<file path="src/rtl/ifu_pkg.sv">
// Shared defaults and the fetch-queue entry layout for the instruction prefetch unit.
package ifu_pkg;
  localparam int unsigned IFU_DATA_W = 32;
  localparam int unsigned IFU_ADDR_W = 8;
  localparam int unsigned IFU_DEPTH  = 4;
  localparam logic [IFU_DATA_W-1:0] IFU_RESET_PC = '0;

  typedef struct packed {
    logic [IFU_DATA_W-1:0] pc;
    logic [IFU_DATA_W-1:0] data;
    logic                  filled;
  } fetch_entry_t;
endpackage

</file>
<file path="src/rtl/fetch_queue.sv">
// Fetch queue: entries allocated at request time, filled in order by responses, popped by decode.
module fetch_queue
  import ifu_pkg::*;
#(
  parameter int unsigned DATA_W = IFU_DATA_W,
  parameter int unsigned DEPTH  = IFU_DEPTH,
  localparam int unsigned IDX_W = $clog2(DEPTH),
  localparam int unsigned PTR_W = IDX_W + 1
) (
  input  logic              clk,
  input  logic              rst_n,
  input  logic              flush_i,
  input  logic              alloc_i,
  input  logic [DATA_W-1:0] alloc_pc_i,
  input  logic              fill_i,
  input  logic [DATA_W-1:0] fill_data_i,
  input  logic              pop_i,
  output logic [PTR_W-1:0]  wr_ptr_o,
  output logic [PTR_W-1:0]  fill_ptr_o,
  output logic [PTR_W-1:0]  rd_ptr_o,
  output logic              head_filled_o,
  output logic [DATA_W-1:0] head_pc_o,
  output logic [DATA_W-1:0] head_data_o
);
  logic [PTR_W-1:0]  wr_ptr_q, fill_ptr_q, rd_ptr_q;
  logic [DATA_W-1:0] pc_q   [DEPTH];
  logic [DATA_W-1:0] data_q [DEPTH];
  logic [DEPTH-1:0]  filled_q;
  logic [IDX_W-1:0]  wr_idx, fill_idx, rd_idx;

  assign wr_idx   = wr_ptr_q[IDX_W-1:0];
  assign fill_idx = fill_ptr_q[IDX_W-1:0];
  assign rd_idx   = rd_ptr_q[IDX_W-1:0];

  // Allocate, fill and pop always target distinct slots, so all three may land together.
  always_ff @(posedge clk or negedge rst_n) begin
    if (!rst_n) begin
      wr_ptr_q   <= '0;
      fill_ptr_q <= '0;
      rd_ptr_q   <= '0;
      filled_q   <= '0;
      for (int i = 0; i < int'(DEPTH); i++) begin
        pc_q[i]   <= '0;
        data_q[i] <= '0;
      end
    end else if (flush_i) begin
      wr_ptr_q   <= '0;
      fill_ptr_q <= '0;
      rd_ptr_q   <= '0;
      filled_q   <= '0;
    end else begin
      if (alloc_i) begin
        pc_q[wr_idx]     <= alloc_pc_i;
        filled_q[wr_idx] <= 1'b0;
        wr_ptr_q         <= wr_ptr_q + PTR_W'(1);
      end
      if (fill_i) begin
        data_q[fill_idx]   <= fill_data_i;
        filled_q[fill_idx] <= 1'b1;
        fill_ptr_q         <= fill_ptr_q + PTR_W'(1);
      end
      if (pop_i) begin
        filled_q[rd_idx] <= 1'b0;
        rd_ptr_q         <= rd_ptr_q + PTR_W'(1);
      end
    end
  end

  assign wr_ptr_o      = wr_ptr_q;
  assign fill_ptr_o    = fill_ptr_q;
  assign rd_ptr_o      = rd_ptr_q;
  assign head_filled_o = filled_q[rd_idx];
  assign head_pc_o     = pc_q[rd_idx];
  assign head_data_o   = data_q[rd_idx];
endmodule

</file>
<file path="src/rtl/ifu_prefetch.sv">
// Instruction prefetch: issues sequential fetches, tracks responses to discard after a
// redirect, and presents the queue head to decode.
module ifu_prefetch
  import ifu_pkg::*;
#(
  parameter int unsigned DATA_W = IFU_DATA_W,
  parameter int unsigned ADDR_W = IFU_ADDR_W,
  parameter int unsigned DEPTH  = IFU_DEPTH,
  parameter logic [DATA_W-1:0] RESET_PC = IFU_RESET_PC
) (
  input  logic              clk,
  input  logic              rst_n,
  input  logic              redirect_valid,
  input  logic [DATA_W-1:0] redirect_pc,
  output logic              imem_req_valid,
  input  logic              imem_req_ready,
  output logic [ADDR_W-1:0] imem_req_addr,
  input  logic              imem_rsp_valid,
  input  logic [DATA_W-1:0] imem_rsp_data,
  output logic              instr_valid,
  input  logic              instr_ready,
  output logic [DATA_W-1:0] instr_data,
  output logic [DATA_W-1:0] instr_pc,
  output logic [DATA_W-1:0] instr_pc_add_4
);
  localparam int unsigned PTR_W = $clog2(DEPTH) + 1;

  logic [DATA_W-1:0] fetch_pc_q, fetch_pc_d;
  logic [PTR_W-1:0]  drop_cnt_q, drop_cnt_d;
  logic [PTR_W-1:0]  wr_ptr, fill_ptr, rd_ptr;
  logic              head_filled;
  logic [DATA_W-1:0] head_pc, head_data;
  logic [PTR_W:0]    used;
  logic              req_fire, fill_en, pop_en;

  // Slots owed to responses that will be discarded still count against capacity.
  assign used           = {1'b0, wr_ptr - rd_ptr} + {1'b0, drop_cnt_q};
  assign imem_req_valid = rst_n && !redirect_valid && (used < (PTR_W+1)'(DEPTH));
  assign imem_req_addr  = fetch_pc_q[ADDR_W+1:2];
  assign req_fire       = imem_req_valid && imem_req_ready;

  assign fill_en = imem_rsp_valid && (drop_cnt_q == '0) && !redirect_valid && (fill_ptr != wr_ptr);
  assign instr_valid = head_filled && (rd_ptr != wr_ptr) && !redirect_valid;
  assign pop_en      = instr_valid && instr_ready;

  always_comb begin
    fetch_pc_d = fetch_pc_q;
    drop_cnt_d = drop_cnt_q;
    if (redirect_valid) begin
      fetch_pc_d = redirect_pc & ~DATA_W'(3);
      drop_cnt_d = drop_cnt_q + (wr_ptr - fill_ptr) - PTR_W'(imem_rsp_valid);
    end else begin
      if (req_fire) fetch_pc_d = fetch_pc_q + DATA_W'(4);
      if (imem_rsp_valid && (drop_cnt_q != '0)) drop_cnt_d = drop_cnt_q - PTR_W'(1);
    end
  end

  always_ff @(posedge clk or negedge rst_n) begin
    if (!rst_n) begin
      fetch_pc_q <= RESET_PC;
      drop_cnt_q <= '0;
    end else begin
      fetch_pc_q <= fetch_pc_d;
      drop_cnt_q <= drop_cnt_d;
    end
  end

  fetch_queue #(
    .DATA_W (DATA_W),
    .DEPTH  (DEPTH)
  ) u_queue (
    .clk           (clk),
    .rst_n         (rst_n),
    .flush_i       (redirect_valid),
    .alloc_i       (req_fire),
    .alloc_pc_i    (fetch_pc_q),
    .fill_i        (fill_en),
    .fill_data_i   (imem_rsp_data),
    .pop_i         (pop_en),
    .wr_ptr_o      (wr_ptr),
    .fill_ptr_o    (fill_ptr),
    .rd_ptr_o      (rd_ptr),
    .head_filled_o (head_filled),
    .head_pc_o     (head_pc),
    .head_data_o   (head_data)
  );

  assign instr_pc       = head_pc;
  assign instr_data     = head_data;
  assign instr_pc_add_4 = head_pc + DATA_W'(4);
endmodule

</file>
<file path="config.mk">
export PLATFORM = sky130hd
export DESIGN_NAME = ifu_prefetch
export DESIGN_NICKNAME = d
export VERILOG_FILES = /design/src/rtl/ifu_pkg.sv /design/src/rtl/fetch_queue.sv /design/src/rtl/ifu_prefetch.sv
export SDC_FILE = /design/constraint.sdc
export NUM_CORES = 1
export LEC_CHECK = 0
export CORE_MARGIN = 4
export CORE_UTILIZATION = 29
export CTS_BUF_LIST = sky130_fd_sc_hd__clkbuf_16
export CTS_CLUSTER_DIAMETER = 100
export DETAILED_ROUTE_END_ITERATION = 6
export SLEW_MARGIN = 20
export SYNTH_ARGS = -nofsm -noshare
export SYNTH_HDL_FRONTEND = slang
export SYNTH_SLANG_ARGS = --single-unit
</file>
<file path="constraint.sdc">
create_clock -name clk -period 9.8 [get_ports clk]
set_clock_uncertainty 0.15 [all_clocks]
set_input_delay 1.96 -clock clk [delete_from_list [all_inputs] [get_ports clk]]
set_output_delay 1.96 -clock clk [all_outputs]
set_load 0.02 [all_outputs]
</file>
==> metrics.csv <==
stage,metric,value,unit
route,vias_per_cell,4.89,
power_and_ir_drop,pwr-share-clk,0.302,
cts,cts_sinks,294,
sta,period_needed,6.66,ns
cts,cts_tree,done,
status,status,"finished, final reports clean",
cts,clk_latency,0.53,ns
yosys,syn_area,14400,um^2
cts,clockBufferDepth,3,
cts,clk_pin_slew,0.06,ns
power_and_ir_drop,pwr-share-seq,0.379,
yosys,synthArstFlopShare,1.00,
setup_path,critical_path.top_delay_family,buffers and inverters,
final_layout,syn_to_final_growth,22.7,%
yosys,syn_avg_cell_area,13.6,um^2
sta,fin_crit_sh,0.680,
floorplanning,die_width,231,um
placement,gp_congestion,0.774,
placement,dp_cells,1832,
setup_path,worstSetupStartpointType,flip-flop,
cts,post-cts-setup-buffers,0,
yosys,synth-main-ff-cell,dfrtp_1,
sta,drv_slew,0,
final_layout,drive_gt1_frac,0.297,
power_and_ir_drop,peakVddDrop,0.130,mV
final_layout,fill_cells,4811,
global_routing,grt_pass1_vias,9876,
power_and_ir_drop,switching_share,0.309,
worst_hold_path,hold_class,reg -> reg,
route,post-route-drc-count,0,
sta,worstMarginPinSlew,1.10,ns
route,final_antenna_net_count,0,
route,wire_per_inst,19.0,um
floorplanning,rows,81,
route,wl,35.9,mm
setup_path,worst-path-stages,9,
route,vias,9227,
cts,cts_resized,0,
sta,finalSetupViolCount,0,
sta,hold_violations,0,
yosys,yosysSeqAreaShare,0.510,
setup_path,critPathMaxStageDelay,0.89,ns
setup_path,crit_arrival,4.55,ns
cts,root_buffer,clkbuf_16,
global_routing,antenna_found_initial,1,
floorplanning,die_h,231,um
global_routing,grt_pass1_wl,56.9,mm
setup_path,slowest_stage,dfrtp_4,
floorplanning,initial_core_util,0.294,
cts,hold_buffers,0,
yosys,synth_edf_count,0,
power_and_ir_drop,intPower,2.78,mW
setup_path,worst-path-buf-inv,3,
worst_hold_path,holdPathStages,2,
yosys,synth_cell_types,55,
placement,pre_cts_slack,3.61,ns
placement,io_buffers,169,
yosys,syn_inst,1058,
sta,setup-tns-final,0,ns
global_routing,grt_max_degree,89,
cts,ctsHtreeMaxLevel,2,
route,drt_iter0_drc,436,
setup_path,cpMostUsedCell,ha_1,
yosys,yosys_warnings,0,
setup_path,crit_chain,"buf_4, ha_1, inv_1, fa_1, xnor2_1, ha_1, nor4b_1, and3_1, clkdlybuf4s50_1",
cts,cts_buffers,35,
power_and_ir_drop,pwr-share-comb,0.319,
floorplanning,top_level_ports,176,
sta,relSlewSlack,0.266,
setup_path,reg2regPathDepth,11,
floorplanning,core,49100,um^2
floorplanning,die_area,53300,um^2
setup_path,critical_path_class,reg -> out,
setup_path,path_max_fanout,37,
global_routing,gr-usage-all-layers,0.134,
global_routing,overflow,0,
sta,max_freq,0.150,GHz
yosys,synth-seq-cells,294,
setup_path,endpoint_kind,primary output,
route,dr.pass1.iters,5,
sta,worst_slack,3.14,ns
final_layout,final_cells,1888,
job,maxCapViolations,0,
power_and_ir_drop,switchingPower,1.24,mW
power_and_ir_drop,leakagePower,7.94,nW
final_layout,antenna_cells,0,
final_layout,final_nets,1301,
power_and_ir_drop,powerDensity,227,nW/um^2
setup_path,required,7.69,ns
sta,rsz0062_at_grt,no,
placement,dpl.hpwl,23.5,mm
-- power groups by stage --
stage | logic (mW) | registers [mW] | clock network, mW
2_1_floorplan | 0.780 | 1.49 | 0
3_3_place_gp | 1.28 | 1.53 | 0
3_5_place_dp | 1.30 | 1.54 | 0
4_1_cts | 1.31 | 1.52 | 1.26
5_1_grt | 1.38 | 1.54 | 1.31
6_report | 1.28 | 1.52 | 1.21
-- worst register-to-register path, delay by kind of cell (launching register included) --
family / cells / cell delay (ns)
flip-flops: 1 / 0.89
XOR/XNOR: 1 / 0.18
AND/OR/NAND/NOR: 3 / 1.16
multiplexers: 1 / 0.33
buffers and inverters: 3 / 1.28
adder cells (fa/ha/maj): 3 / 0.90
-- worst paths after layout --
check,startpoint,to,slack [ns]
max,u_queue.rd_ptr_o[0],imem_req_valid,3.14
min,u_queue.pc_q[80],u_queue.pc_q[80],0.32
max reg2reg,u_queue.rd_ptr_o[0],u_queue.pc_q[49],4.80
min reg2reg,u_queue.pc_q[80],u_queue.pc_q[80],0.32
max in group asynchronous,rst_n,u_queue.data_q[70],6.38
min in group asynchronous,rst_n,fetch_pc_q[7],1.26
-- cell usage in the layout (no fill, tap or decap), types with 3 or more instances in the layout --
master	synthesis	layout
mux4_1	11	11
nand2_1	85	84
o21ai_0	49	49
and2_1	6	6
a221oi_1	4	4
ha_1	21	21
clkbuf_16	0	37
dfrtp_1	294	292
conb_1	1	4
mux4_2	52	52
fa_1	5	5
o211ai_1	5	5
mux2_2	230	230
and4_1	4	4
o31ai_1	3	3
and3_1	12	12
xor2_1	15	15
nand4_2	3	3
clkinv_1	0	8
nand3_1	26	26
a31oi_1	8	8
a21oi_1	6	6
nand4_1	12	12
nand3_2	5	5
xnor2_1	29	29
clkdlybuf4s50_1	0	167
nor2_1	19	19
buf_4	15	16
inv_1	27	34
o311ai_0	14	14
a41oi_1	5	5
-- cells in the mapped netlist, drive strengths merged, types with 2 or more instances --
| library cell | n | share of area |
|---|---|---|
| o31ai | 3 | 0.0016 |
| and2 | 6 | 0.0026 |
| nand3 | 32 | 0.014 |
| dfrtp | 294 | 0.51 |
| nand3b | 2 | 0.0010 |
| nor2 | 20 | 0.0057 |
| o211ai | 5 | 0.0026 |
| xor2 | 15 | 0.0091 |
| a31oi | 9 | 0.0043 |
| o311ai | 14 | 0.0085 |
| mux2i | 2 | 0.0014 |
| and3 | 13 | 0.0057 |
| inv | 27 | 0.0070 |
| nor3 | 4 | 0.0021 |
| nand2 | 85 | 0.022 |
| a41oi | 5 | 0.0030 |
| o21ai | 49 | 0.017 |
| buf | 54 | 0.024 |
| and4 | 4 | 0.0024 |
| mux2 | 230 | 0.18 |
| a221oi | 4 | 0.0024 |
| a32oi | 2 | 0.0012 |
| clkbuf | 25 | 0.0072 |
| a211oi | 2 | 0.0010 |
| nor4 | 3 | 0.0034 |
| nand4 | 16 | 0.0093 |
| a21oi | 6 | 0.0021 |
| mux4 | 63 | 0.10 |
| ha | 21 | 0.018 |
| fa | 5 | 0.0069 |
| xnor2 | 29 | 0.018 |
-- layer usage --
layer | track usage | vias to the layer above | share of wire
met5 | 0 | - | 0.00020
met4 | 0.0376 | 2 | 0.020
met3 | 0.0389 | 46 | 0.069
met2 | 0.230 | 220 | 0.49
met1 | 0.166 | 4801 | 0.42
li1 | - | 4158 | -
-- area by class of cell --
| class | count | area, um^2 | area share |
|---|---|---|---|
| multi-input combinational | 661 | 6520 | 0.368 |
| clock buffer | 37 | 926 | 0.0523 |
| sequential | 294 | 7360 | 0.416 |
| inverter | 27 | 101 | 0.00573 |
| clock inverter | 19 | 134 | 0.00757 |
| tap | 664 | 831 | 0.0469 |
| timing repair buffer | 186 | 1820 | 0.103 |
-- sequential cells by signal, indices dropped and copies added, names as in the netlist --
register            cells
u_queue.filled_q        4
u_queue.rd_ptr_o        3
u_queue.pc_q          120
drop_cnt_q              3
u_queue.fill_ptr_o      3
u_queue.wr_ptr_o        3
fetch_pc_q             30
u_queue.data_q        128
-- stage by stage --
stage | power [mW] | utilization | hold WS, ns | instance area (um^2)
4_1_cts | 4.09 | 0.361 | 0.328 | 17700
6_report | 4.02 | 0.361 | 0.325 | 17700
3_5_place_dp | 2.84 | 0.339 | 0.316 | 16600
2_1_floorplan | 2.27 | - | 0.292 | 14400
3_3_place_gp | 2.81 | 0.339 | 0.305 | 16600
5_1_grt | 4.24 | 0.361 | 0.336 | 17700
-- kinds of logic after synthesis --
group                      count (synthesis)  share of synthesized area
adders and majority gates                 26                     0.0252
buffers and inverters                    106                     0.0384
DFF                                      294                      0.510
xor gates and xnor gates                  44                     0.0267
other                                      1                   0.000260
AOI/OAI and AO/OA                        104                     0.0472
and+or+nand+nor                          188                     0.0696
muxes                                    295                      0.282
No activity file was read; power rests on OpenSTA's default activity.
